<file path="src/rtl/junction_lamp_ctrl.sv">
`default_nettype none
// ============================================================================
//  Module      : junction_lamp_ctrl
//  Description : Two-road junction lamp sequencer with pedestrian WALK phase.
//                Main road rests on green; latched side-road and pedestrian
//                requests are served through timed yellow, all-red and walk
//                phases.
//  Ports       : clock_i      - system clock, rising edge
//                reset_i      - asynchronous active-high reset
//                side_req_i   - side-road vehicle sensor (level or pulse)
//                ped_req_i    - pedestrian button (level or pulse)
//                main_light_o - main-road RGY lamps (red=100 green=010 yellow=001)
//                side_light_o - side-road RGY lamps, same encoding
//                walk_o       - pedestrian WALK lamp
//                ped_ack_o    - one-cycle pulse when a pedestrian request latches
//                phase_o      - current state code
//  Revision    : 1.0 - initial release
// ============================================================================
module junction_lamp_ctrl #(
  parameter int CW           = 4,
  parameter int T_MAIN_GREEN = 8,
  parameter int T_SIDE_GREEN = 4,
  parameter int T_YELLOW     = 2,
  parameter int T_ALLRED     = 1,
  parameter int T_WALK       = 4
) (
  input  logic       clock_i,
  input  logic       reset_i,
  input  logic       side_req_i,
  input  logic       ped_req_i,
  output logic [0:2] main_light_o,
  output logic [0:2] side_light_o,
  output logic       walk_o,
  output logic       ped_ack_o,
  output logic [2:0] phase_o
);

  localparam logic [2:0] S_MAIN_GREEN  = 3'd0;
  localparam logic [2:0] S_MAIN_YELLOW = 3'd1;
  localparam logic [2:0] S_ALL_RED_A   = 3'd2;
  localparam logic [2:0] S_PED_WALK    = 3'd3;
  localparam logic [2:0] S_SIDE_GREEN  = 3'd4;
  localparam logic [2:0] S_SIDE_YELLOW = 3'd5;
  localparam logic [2:0] S_ALL_RED_B   = 3'd6;

  // Timer reload values: a state lasts T_x cycles, so the timer starts at T_x-1.
  localparam logic [CW-1:0] LD_MAIN_GREEN = CW'(T_MAIN_GREEN - 1);
  localparam logic [CW-1:0] LD_SIDE_GREEN = CW'(T_SIDE_GREEN - 1);
  localparam logic [CW-1:0] LD_YELLOW     = CW'(T_YELLOW - 1);
  localparam logic [CW-1:0] LD_ALLRED     = CW'(T_ALLRED - 1);
  localparam logic [CW-1:0] LD_WALK       = CW'(T_WALK - 1);

  localparam logic [0:2] L_RED    = 3'b100;
  localparam logic [0:2] L_GREEN  = 3'b010;
  localparam logic [0:2] L_YELLOW = 3'b001;

  logic [2:0]    state_q, state_d;
  logic [CW-1:0] timer_q, timer_d;
  logic          side_pend_q, side_pend_d;
  logic          ped_pend_q, ped_pend_d;
  logic          ped_ack_q, ped_ack_d;
  logic          entering;
  logic          timer_done;

  // State register
  always_ff @(posedge clock_i or posedge reset_i) begin
    if (reset_i) begin
      state_q     <= S_ALL_RED_B;
      timer_q     <= LD_ALLRED;
      side_pend_q <= 1'b0;
      ped_pend_q  <= 1'b0;
      ped_ack_q   <= 1'b0;
    end else begin
      state_q     <= state_d;
      timer_q     <= timer_d;
      side_pend_q <= side_pend_d;
      ped_pend_q  <= ped_pend_d;
      ped_ack_q   <= ped_ack_d;
    end
  end

  // Next-state, timer and request-latch logic
  always_comb begin
    timer_done = (timer_q == '0);
    state_d    = state_q;
    case (state_q)
      S_MAIN_GREEN:  if (timer_done && (side_pend_q || ped_pend_q)) state_d = S_MAIN_YELLOW;
      S_MAIN_YELLOW: if (timer_done) state_d = S_ALL_RED_A;
      S_ALL_RED_A:   if (timer_done) state_d = ped_pend_q ? S_PED_WALK : S_SIDE_GREEN;
      S_PED_WALK:    if (timer_done) state_d = side_pend_q ? S_SIDE_GREEN : S_ALL_RED_B;
      S_SIDE_GREEN:  if (timer_done) state_d = S_SIDE_YELLOW;
      S_SIDE_YELLOW: if (timer_done) state_d = S_ALL_RED_B;
      S_ALL_RED_B:   if (timer_done) state_d = S_MAIN_GREEN;
      default:       state_d = S_ALL_RED_B;
    endcase

    // No state loops to itself, so any change of code is a state entry.
    entering = (state_d != state_q);

    if (entering) begin
      case (state_d)
        S_MAIN_GREEN:  timer_d = LD_MAIN_GREEN;
        S_MAIN_YELLOW: timer_d = LD_YELLOW;
        S_PED_WALK:    timer_d = LD_WALK;
        S_SIDE_GREEN:  timer_d = LD_SIDE_GREEN;
        S_SIDE_YELLOW: timer_d = LD_YELLOW;
        default:       timer_d = LD_ALLRED;
      endcase
    end else if (timer_done) begin
      timer_d = '0;
    end else begin
      timer_d = timer_q - 1'b1;
    end

    // Clear on service entry takes priority over a coincident set.
    side_pend_d = side_pend_q;
    if (entering && state_d == S_SIDE_GREEN) begin
      side_pend_d = 1'b0;
    end else if (side_req_i && state_q != S_SIDE_GREEN) begin
      side_pend_d = 1'b1;
    end

    ped_pend_d = ped_pend_q;
    if (entering && state_d == S_PED_WALK) begin
      ped_pend_d = 1'b0;
    end else if (ped_req_i && !ped_pend_q && state_q != S_PED_WALK) begin
      ped_pend_d = 1'b1;
    end

    ped_ack_d = ped_pend_d & ~ped_pend_q;
  end

  // Moore output decode
  always_comb begin
    main_light_o = L_RED;
    side_light_o = L_RED;
    walk_o       = 1'b0;
    case (state_q)
      S_MAIN_GREEN:  main_light_o = L_GREEN;
      S_MAIN_YELLOW: main_light_o = L_YELLOW;
      S_PED_WALK:    walk_o       = 1'b1;
      S_SIDE_GREEN:  side_light_o = L_GREEN;
      S_SIDE_YELLOW: side_light_o = L_YELLOW;
      default:       main_light_o = L_RED;
    endcase
  end

  assign ped_ack_o = ped_ack_q;
  assign phase_o   = state_q;

endmodule
`default_nettype wire

</file>
<file path="config.mk">
export PLATFORM = sky130hd
export DESIGN_NAME = junction_lamp_ctrl
export DESIGN_NICKNAME = d
export VERILOG_FILES = /design/src/rtl/junction_lamp_ctrl.sv
export SDC_FILE = /design/constraint.sdc
export NUM_CORES = 1
export LEC_CHECK = 0
export BUFFER_PORTS_ARGS = -buffer_cell sky130_fd_sc_hd__buf_2
export CAP_MARGIN = 5
export CORE_AREA = 5 5 42 44
export CTS_BUF_LIST = sky130_fd_sc_hd__clkbuf_2 sky130_fd_sc_hd__clkbuf_4 sky130_fd_sc_hd__clkbuf_8
export CTS_CLUSTER_SIZE = 25
export DETAILED_ROUTE_END_ITERATION = 12
export DIE_AREA = 0 0 47 49
export PLACE_DENSITY = 0.76
export SYNTH_ARGS = -nofsm -noshare
export SYNTH_HDL_FRONTEND = slang
export SYNTH_SLANG_ARGS = --single-unit
</file>
<file path="constraint.sdc">
create_clock -name clock_i -period 3.1 [get_ports clock_i]
set_clock_uncertainty 0.2 [all_clocks]
set_input_delay 0 -clock clock_i [delete_from_list [all_inputs] [get_ports clock_i]]
set_output_delay 0 -clock clock_i [all_outputs]
set_load 0.02 [all_outputs]
</file>
Yosys cells after proc, flatten, opt, wreduce, memory -nomap -nowiden:

Index checks and enable logic that the tools add are counted.

* flip-flop bits (word level): 10
* input bits: 4
* output and inout bits: 11
* word-level logic and storage cells: 55

* $add $sub $neg: 1
* equality and inequality tests: 13
* mux-type cells: 20
* bitwise operators: 2
* reduce and logical (&&, ||, !) cells: 14

Operator list (count)
* 2-to-1 mux 3 bit: 8
* case mux 3 bit (7 select lines): 1
* == test 3 bit (second input constant): 5
* case mux 3 bit (2 select lines): 2
* == test 3 x 2 -> 1 bit (second input constant): 3
* case mux 3 bit (3 select lines): 1
* 2-to-1 mux 4 bit: 2
* == test 3 x 1 -> 1 bit (second input constant): 2
* logical AND 1 bit: 6
* zero test 3 bit: 2
* 2-to-1 mux 1 bit: 5
* zero test 4 bit: 1
* OR reduction 2 bit: 2
* subtractor 4 x 1 -> 4 bit (second input constant): 1
* != test 3 x 2 -> 1 bit (second input constant): 1
* != test 3 bit: 1
* != test 3 bit (second input constant): 1
* 2-to-1 mux 2 bit: 1
* nonzero test 2 bit: 1
* bitwise AND 1 bit: 1
* zero test 1 bit: 1
* logical OR 1 bit: 1
* NOT 1 bit: 1

Logic depth before layout (Yosys ltp):

Gate-level depths: netlist of run 1.

* depth in word-level cells: 8
* gate-level depth with buffers: 5
* depth with buffers taken out: 4

Worst setup path after synthesis of run 1:

Ideal clock, no wire load.

* path kind: reg-to-reg
* start: register state_q[2] (netlist: phase_o[2])
* end: register timer_q[0]
* arrival time: 1.640 ns
* path slack: 1.178 ns
* stages on the path, launching flop included: 6
* cells stage by stage: dfstp_2 > clkbuf_1 > nor2_1 > o211a_1 > a2111o_1 > a31oi_1

* cells in the longest elaborated chain, start to end: 6
* elaborated cells between the ends (all ways): 25
* those cells by class: eq/ne (11); mux (10); reduce/logical (4)

Ends and longest elaborated chain
* from (decl): line 57 `logic [2:0] state_q, state_d;`
* from (signal assigned): line 74 `state_q <= state_d;`
* == test 3 bit (tied with other cells): line 86 `case (state_q)`
* case mux 3 bit (7 select lines): line 86
* == test 3 bit (tied with other cells): line 101 `case (state_d)`
* OR reduction 2 bit (no line)
* case mux 3 bit (3 select lines): line 101
* 2-to-1 mux 4 bit *: line 100 `if (entering) begin`
* via timer_d[0]: line 58 `logic [CW-1:0] timer_q, timer_d;`
* to (signal assigned): line 75 `timer_q <= timer_d;`
* to (decl): line 58

Mark *: on every way through the listed nets, which the timed path passes. The rest lies on a longest branch.
A chain may end at the register's enable or synchronous reset.

Final worst setup path of run 1:

* start: register timer_q[0]
* end: register timer_q[0]

* cells in the longest elaborated chain, start to end: 8
* elaborated cells between the ends (all ways): 22
* those cells by class: add/sub (1); eq/ne (5); mux (11); reduce/logical (5)

Ends and longest elaborated chain
* zero test 4 bit: line 84 `timer_done = (timer_q == '0);`
* logical AND 1 bit: line 87 `S_MAIN_GREEN: if (timer_done && (side_pend_q || ped_pend_q)) state_d = S_MAIN_YELLOW;`
* 2-to-1 mux 3 bit: line 87
* case mux 3 bit (7 select lines): line 86
* == test 3 bit (tied with other cells): line 101
* OR reduction 2 bit (no line)
* case mux 3 bit (3 select lines): line 101
* 2-to-1 mux 4 bit *: line 100
* via timer_d[0]: line 58

Marks and branches as above.

==> impl_metrics.tcl, run 1 <==
set metrics [dict create \
    p_sw_share_pct 48.6 \
    max_freq_mhz 504 \
    clkSinkCount 10 \
    p_seq_share_pct 36.4 \
    fin_tns_setup_ps 0 \
    drt-initial-drc-count 6 \
    post-route-util_pct 51.3 \
    root_buffer "clkbuf_4" \
    p_per_area_nw_per_um2 1170 \
    via_per_inst 5.36 \
    path_clk_slew_ps 60 \
    critPathMaxFanout 11 \
    startpoint_type "flip-flop" \
    reg2reg_from "timer_q[0]$_DFF_PP0_" \
    power.share.combinational_pct 53.9 \
    holdBufCountCts 3 \
    drc 0 \
    via_count 520 \
    rsz0062_at_grt "no" \
    synth_top_cell_area_share_pct 32.8 \
    crit_required_ps 3080 \
    final_common_cell "buf_2" \
    diodes 0 \
    grt_pass1_wl_um 2080 \
    routabilityCongestion 0.783 \
    r2r_cells 4 \
    tightestPinTransition_ps 619 \
    slew_headroom_pct 58.4 \
    p_sw_mw 0.408 \
    cpMaxStageDelayCell "nor4_4" \
    start_util_pct 43.6 \
    yosysTopAreaCell "dfrtp_1" \
    drive_gt1_share_pct 30.9 \
    final_cell_mix "buf_2 (14), nor2_1 (11), a21oi_1 (8), dfrtp_1 (8)" \
    wl_met1_um 590 \
    dp_hpwl_um 912 \
    wl_met3_um 61 \
    r2r_end "timer_q[0]$_DFF_PP0_" \
    port-buffer-count 14 \
    top_layer "met4" \
    yosysSeqAreaShare_pct 41.4 \
    netlist_area_um2 611 \
    grt_pass1_vias 483 \
    postRouteAntennaNets 0 \
    post_cts_buffers 0 \
    wire_per_inst_um 12.7 \
    grt_max_degree 15 \
    antenna_found_initial 0 \
    track_usage_pct 12.6 \
    area_delta_synth_final_pct 17.8 \
    cts_max_path_buffers 2 \
    slew_violations 0 \
    period_share_pct 64.0 \
    drt_first_pass_iters 3 \
    yosys_warnings 0 \
    cts_tree "built" \
    status "complete, no violations" \
    core_um2 1400 \
    crit_chain "nor4_4 > nand2_4 > a2111o_1 > a31oi_1" \
    setup_viol 0 \
    ys_types 29 \
    internal_power_mw 0.431 \
    post_cts_resized 0 \
    crit_path_end_kind "flip-flop" \
    critical_path_class "flip-flop to flip-flop" \
    syn_nets 70 \
    clkPwrFrac_pct 9.7 \
    grt-ovfl-total 0 \
    synthCells 66 \
    clock_latency_ps 260 \
    detailroute.wirelength.met2_um 556 \
    cp_num_buf_inv 0 \
    synth_area_leaders "dfrtp_1 (33%), dfstp_2 (8.6%), nor2_1 (6.8%)" \
    critical_path_arrival_ps 1960 \
    max_stage_delay_ps 620 \
    htree_levels 1 \
    post_synth.cell_area_avg_um2 9.25 \
    maxCapViolCount 0 \
    wl_um 1230 \
    rows 14 \
    ios 15 \
    die_h_um 49 \
    ir_worst_vdd_mv 0.507 \
    cts_buffers 3 \
    critPathTopFamily "simple AND/OR/NAND/NOR gates" \
    ys_seq_elements 10 \
    rrSetupSlack_ps 1120 \
    final_nets 87 \
    die_w_um 47 \
    finalCriticalPeriod_ps 1980 \
    leakage_nw 0.336 \
    dieArea_um2 2300 \
    hp-class "primary input to async pin" \
    final_hold_viol_count 0 \
]
-- Yosys cell counts --
cell type,number
mux2_2,1
o21bai_1,1
nor3b_1,2
o211a_1,1
nand2b_1,2
a22o_1,1
o21a_1,1
a2111o_1,1
nor2_1,11
dfstp_2,2
buf_6,2
nand2_1,2
o22a_1,2
nor4_4,1
o221a_2,1
or4_1,1
a21oi_1,8
nand2_4,1
dfrtp_1,8
or3_1,1
o21ai_0,1
inv_1,3
o22ai_1,3
nor2b_1,1
or2_2,2
a31oi_1,1
a41oi_1,1
a21o_1,1
clkbuf_1,3
-- worst max-delay path by stage --
stage | from | end | slack (ps) | cells after the start
after detailed placement | timer_q[0]$_DFF_PP0_ | timer_q[0]$_DFF_PP0_ | 1130 | 4
after global routing | timer_q[0]$_DFF_PP0_ | timer_q[0]$_DFF_PP0_ | 980 | 4
final | timer_q[0]$_DFF_PP0_ | timer_q[0]$_DFF_PP0_ | 1120 | 4
after CTS | timer_q[0]$_DFF_PP0_ | timer_q[0]$_DFF_PP0_ | 1110 | 4
after global placement | timer_q[0]$_DFF_PP0_ | timer_q[0]$_DFF_PP0_ | 1160 | 4
after floorplan | phase_o[2]$_DFF_PP1_ | timer_q[0]$_DFF_PP0_ | 1180 | 5
-- flip-flops by register name, indices dropped and copies added, names as in the netlist --
name         flops
phase_o          3
side_pend_q      1
ped_pend_q       1
timer_q          4
ped_ack_o        1
-- area by class of cell --
class	count	area [um2]
clock buffers	3	22.5
fillers	143	682
inverters	3	11.3
multi-input cells	48	313
flip-flops and latches	10	253
well taps	16	20.0
repair buffers	17	100
-- layer usage --
layer,track usage [%],vias up
met3,3.32,4
li1,-,270
met2,17.6,13
met5,0,-
met1,16.4,233
met4,8.29,0
-- logic make-up after synthesis --
family          Yosys count  synth area share, %
buf+inv                   8                 7.38
simple gates             24                 23.2
mux                       1                 1.84
flops                    10                 41.4
compound gates           23                 26.2
-- power by group through the flow --
| stage | sequential (mW) | combinational (mW) | clock (mW) |
|---|---|---|---|
| global placement | 0.306 | 0.449 | 0 |
| finish | 0.305 | 0.452 | 0.0812 |
| floorplan | 0.267 | 0.407 | 0 |
| global route | 0.320 | 0.504 | 0.0949 |
| CTS | 0.305 | 0.456 | 0.0862 |
| detailed placement | 0.306 | 0.451 | 0 |
-- per-stage QoR --
step | cells | area [um2] | hold WS (ps) | total power [mW] | setup WS, ps
floorplan | 66 | 611 | -361 | 0.674 | 1180
global placement | 91 | 667 | -214 | 0.755 | 1160
detailed placement | 91 | 667 | -209 | 0.757 | 1130
CTS | 97 | 719 | 54.7 | 0.847 | 1110
global route | 97 | 719 | 91.5 | 0.919 | 980
finish | 97 | 719 | 47.9 | 0.839 | 1120
-- worst register-to-register path, delay by kind of cell, from the launching register on --
| kind | cells | cell delay, ps |
|---|---|---|
| AOI/OAI and AO/OA | 2 | 580 |
| and+or+nand+nor | 2 | 710 |
| DFF | 1 | 420 |
Note: power is estimated with default switching activity, not from simulation.
==> inputs of run 2 (changes only) <==
clock period = 2.1 ns   (was 3.1 ns; I/O delays follow)
==> impl_metrics.tcl, run 2 (synthesis gave the netlist of run 1 again) <==
set metrics [dict create \
    dp_slack_ps 166 \
    critical_path_class "flip-flop to flip-flop" \
    area_delta_synth_final_pct 22.5 \
    grt_max_degree 15 \
    rows 14 \
    max_stage_delay_ps 540 \
    track_usage_pct 13.2 \
    path_clk_slew_ps 70 \
    leakage_nw 0.353 \
    cts_max_path_buffers 2 \
    htree_levels 1 \
    slew_headroom_pct 65.6 \
    clkSinkCount 10 \
    r2r_cells 4 \
    slew_violations 0 \
    critPathMaxFanout 8 \
    dieArea_um2 2300 \
    clock_latency_ps 270 \
    cp_num_buf_inv 0 \
    reg2reg_from "timer_q[0]$_DFF_PP0_" \
    drt-initial-drc-count 13 \
    nFillCells 134 \
    port-buffer-count 14 \
    via_per_inst 5.51 \
    p_per_area_nw_per_um2 1790 \
    instances_no_fill 100 \
    root_buffer "clkbuf_4" \
    die_w_um 47 \
    status "complete, no violations" \
    post_cts_resized 0 \
    grt_pass1_wl_um 2230 \
    crit_chain "nor4_4 > nand2_4 > a2111o_1 > a31oi_1" \
    drive_gt1_share_pct 33.3 \
    startpoint_type "flip-flop" \
    antenna_found_initial 0 \
    grt_pass1_vias 540 \
    ir_worst_vdd_mv 0.784 \
    start_util_pct 43.6 \
    ios 15 \
    wl_um 1350 \
    final_common_cell "buf_2" \
    via_count 551 \
    diodes 0 \
    wire_per_inst_um 13.5 \
    routabilityCongestion 0.800 \
    r2r_end "timer_q[0]$_DFF_PP0_" \
    crit_required_ps 2090 \
    max_freq_mhz 514 \
    largest_register "timer_q" \
    tightestPinTransition_ps 512 \
    drt_first_pass_iters 5 \
    final_hold_viol_count 0 \
    cts_buffers 3 \
    setup_viol 0 \
    critical_path_arrival_ps 1930 \
    grt-ovfl-total 0 \
    cts_tree "built" \
    crit_path_end_kind "flip-flop" \
    cpMaxStageDelayCell "nor4_4" \
    final_nets 89 \
    critPathTopFamily "simple AND/OR/NAND/NOR gates" \
    hp-class "primary input to async pin" \
    postRouteAntennaNets 0 \
    maxCapViolCount 0 \
    finalCriticalPeriod_ps 1940 \
    setup_ws_ps 156 \
    period_share_pct 92.6 \
    final_cell_mix "buf_2 (14), nor2_1 (11), a21oi_1 (8), dfrtp_1 (8)" \
    rrSetupSlack_ps 160 \
    placedCellCount 93 \
    die_h_um 49 \
    core_um2 1400 \
    drc 0 \
    fin_tns_setup_ps 0 \
    largest_reg_flops 4 \
    rsz0062_at_grt "no" \
    dp_hpwl_um 1010 \
]
## run 2: metrics by stage
| stage | total power, mW | cell area (um2) | utilization (%) | hold WS [ps] |
|---|---|---|---|---|
| 5_1_grt | 1.44 | 748 | 53.4 | 88.6 |
| 3_3_place_gp | 1.14 | 682 | 48.7 | -209 |
| 4_1_cts | 1.34 | 748 | 53.4 | 60.0 |
| 2_1_floorplan | 0.995 | 611 | - | -361 |
| 3_5_place_dp | 1.16 | 682 | 48.7 | -196 |
| 6_report | 1.34 | 748 | 53.4 | 47.9 |
## run 2: tightest hold or removal path: cells and delay by family
kind,cells,cell delay (ps)
buffers and inverters,3,950
## run 2: worst max-delay path by stage
stage / to / slack, ps / cells past startpoint / startpoint
3_3_place_gp: timer_q[0]$_DFF_PP0_ / 190 / 4 / timer_q[0]$_DFF_PP0_
3_5_place_dp: timer_q[1]$_DFF_PP0_ / 170 / 5 / timer_q[0]$_DFF_PP0_
5_1_grt: timer_q[0]$_DFF_PP0_ / 70 / 5 / timer_q[0]$_DFF_PP0_
6_report: timer_q[0]$_DFF_PP0_ / 160 / 4 / timer_q[0]$_DFF_PP0_
4_1_cts: timer_q[0]$_DFF_PP0_ / 160 / 4 / timer_q[0]$_DFF_PP0_
2_1_floorplan: timer_q[0]$_DFF_PP0_ / 180 / 5 / phase_o[2]$_DFF_PP1_
## run 2: repair_timing
action	in CTS	in global routing
hold buffers	3	0
setup buffers	0	0
hold endpoints to repair	13	0
## run 2: power breakdown
group          switching [mW]  internal [mW]
sequential              0.147          0.288
clock                  0.0709          0.105
combinational           0.421          0.306
## run 2: final cells by class
type / instances / area, um2 / share of cell area [%]
repair buffers: 19 / 115 / 15.4
flip-flops and latches: 10 / 253 / 33.8
well taps: 16 / 20.0 / 2.68
inverters: 3 / 11.3 / 1.51
clock buffers: 4 / 36.3 / 4.85
multi-input cells: 48 / 313 / 41.8
## run 2: metal layers
layer | vias to the layer above | share of wire, % | wire length (um) | global-route usage (%)
met1 | 252 | 44 | 597 | 17.7
met2 | 20 | 48 | 643 | 20.1
li1 | 277 | - | - | -
met4 | 0 | 1.2 | 16 | 5.53
met5 | - | 0 | 0 | 0
met3 | 2 | 6.8 | 92 | 2.21
==> inputs of run 3 (changes only) <==
CORE_AREA = 2 2 39 41   (was 5 5 42 44)
DIE_AREA = 0 0 41 43   (was 0 0 47 49)
SKIP_CTS_REPAIR_TIMING = 1   (was unset)
==> impl_metrics.tcl, run 3 (synthesis gave the netlist of run 1 again) <==
set metrics [dict create \
    tightestPinTransition_ps 408 \
    cts_tree "built" \
    cts_max_path_buffers 2 \
    status "complete, no violations" \
    dieArea_um2 1760 \
    postRouteAntennaNets 0 \
    crit_required_ps 2090 \
    port-buffer-count 14 \
    p_sw_share_pct 48.1 \
    core_um2 1380 \
    ios 15 \
    p_per_area_nw_per_um2 1800 \
    p_seq_share_pct 32.9 \
    max_freq_mhz 539 \
    final_cell_mix "buf_2 (14), nor2_1 (11), a21oi_1 (8), dfrtp_1 (8)" \
    rsz0062_at_grt "no" \
    finalCriticalPeriod_ps 1860 \
    clock_latency_ps 270 \
    p_sw_mw 0.647 \
    r2r_cells 5 \
    drive_gt1_share_pct 33.3 \
    drt-initial-drc-count 9 \
    setup_viol 0 \
    largest_register "timer_q" \
    wl_um 1380 \
    largest_reg_flops 4 \
    crit_path_end_kind "flip-flop" \
    period_share_pct 88.4 \
    final_hold_viol_count 0 \
    htree_levels 1 \
    antenna_found_initial 0 \
    via_count 554 \
    dpl-instance-area_um2 682 \
    final_cell_area_um2 748 \
    grt_max_degree 15 \
    clkSinkCount 10 \
    grt_pass1_wl_um 2210 \
    internal_power_mw 0.700 \
    track_usage_pct 18.5 \
    power.share.combinational_pct 54.1 \
    critPathMaxFanout 11 \
    fin_tns_setup_ps 0 \
    die_w_um 41 \
    wire_per_inst_um 13.8 \
    final_common_cell "buf_2" \
    ir_worst_vdd_mv 0.775 \
    rows 14 \
    drt_first_pass_iters 4 \
    hp-class "primary input to async pin" \
    slew_violations 0 \
    startpoint_type "flip-flop" \
    diodes 0 \
    via_per_inst 5.54 \
    routabilityCongestion 0.900 \
    path_clk_slew_ps 70 \
    leakage_nw 0.353 \
    slew_headroom_pct 72.8 \
    critical_path_arrival_ps 1850 \
    start_util_pct 44.1 \
    area_delta_synth_final_pct 22.5 \
    regArea_um2 253 \
    root_buffer "clkbuf_4" \
    multi_input_area_um2 313 \
    dp_hpwl_um 993 \
    clkPwrFrac_pct 13.1 \
    drc 0 \
    nFillCells 136 \
    grt-ovfl-total 0 \
    maxCapViolCount 0 \
    die_h_um 43 \
    final_nets 89 \
    grt_pass1_vias 493 \
    critical_path_class "flip-flop to flip-flop" \
    cts_buffers 3 \
]
==> run 3: routing by layer <==
| layer | up-vias | global-route usage (%) | share of wire, % |
|---|---|---|---|
| li1 | 273 | - | - |
| met1 | 264 | 23.6 | 44 |
| met2 | 15 | 29.1 | 53 |
| met3 | 2 | 3.14 | 2.6 |
| met4 | 0 | 8.00 | 1.1 |
| met5 | - | 0 | 0 |
==> run 3: metrics by stage <==
stage	cells	hold slack [ps]	total power [mW]	setup WS, ps	utilization (%)
2_1_floorplan	66	-361	0.995	178	-
3_3_place_gp	93	-214	1.14	329	49.3
3_5_place_dp	93	-198	1.16	256	49.3
4_1_cts	97	-492	1.34	235	51.9
5_1_grt	100	77.1	1.45	163	54.1
6_report	100	50.7	1.35	244	54.1
==> run 3: power by group through the flow <==
stage,clock (mW),sequential [mW],combinational (mW)
after detailed placement,0,0.444,0.718
after CTS,0.179,0.440,0.723
after floorplan,0,0.395,0.601
after global routing,0.191,0.462,0.796
after global placement,0,0.435,0.703
final,0.176,0.443,0.728
==> run 3: final cells by class <==
| class | instances | share of cell area, % |
|---|---|---|
| clock buffer | 4 | 4.85 |
| timing repair buffer | 19 | 15.4 |
| inverter | 3 | 1.51 |
| multi-input combinational | 48 | 41.8 |
| tap | 16 | 2.68 |
| sequential | 10 | 33.8 |
==> run 3: worst max-delay path, cell delays in order, from the launching register on <==
cell and delay, ps:
dfrtp_1 430, nor4_4 280, buf_4 220, nand2_4 70, a2111o_1 410, a31oi_1 170
==> run 3: final timing paths <==
kind                                       from              endpoint  slack (ps)
setup / recovery           timer_q[0]$_DFF_PP0_  timer_q[0]$_DFF_PP0_         240
hold / removal                          reset_i  timer_q[2]$_DFF_PP0_          50
setup reg to reg           timer_q[0]$_DFF_PP0_  timer_q[0]$_DFF_PP0_         240
hold reg to reg            timer_q[3]$_DFF_PP0_  timer_q[3]$_DFF_PP0_         410
max in group asynchronous               reset_i  phase_o[2]$_DFF_PP1_        1340
min in group clock_i                  ped_req_i  ped_pend_q$_DFF_PP0_         320
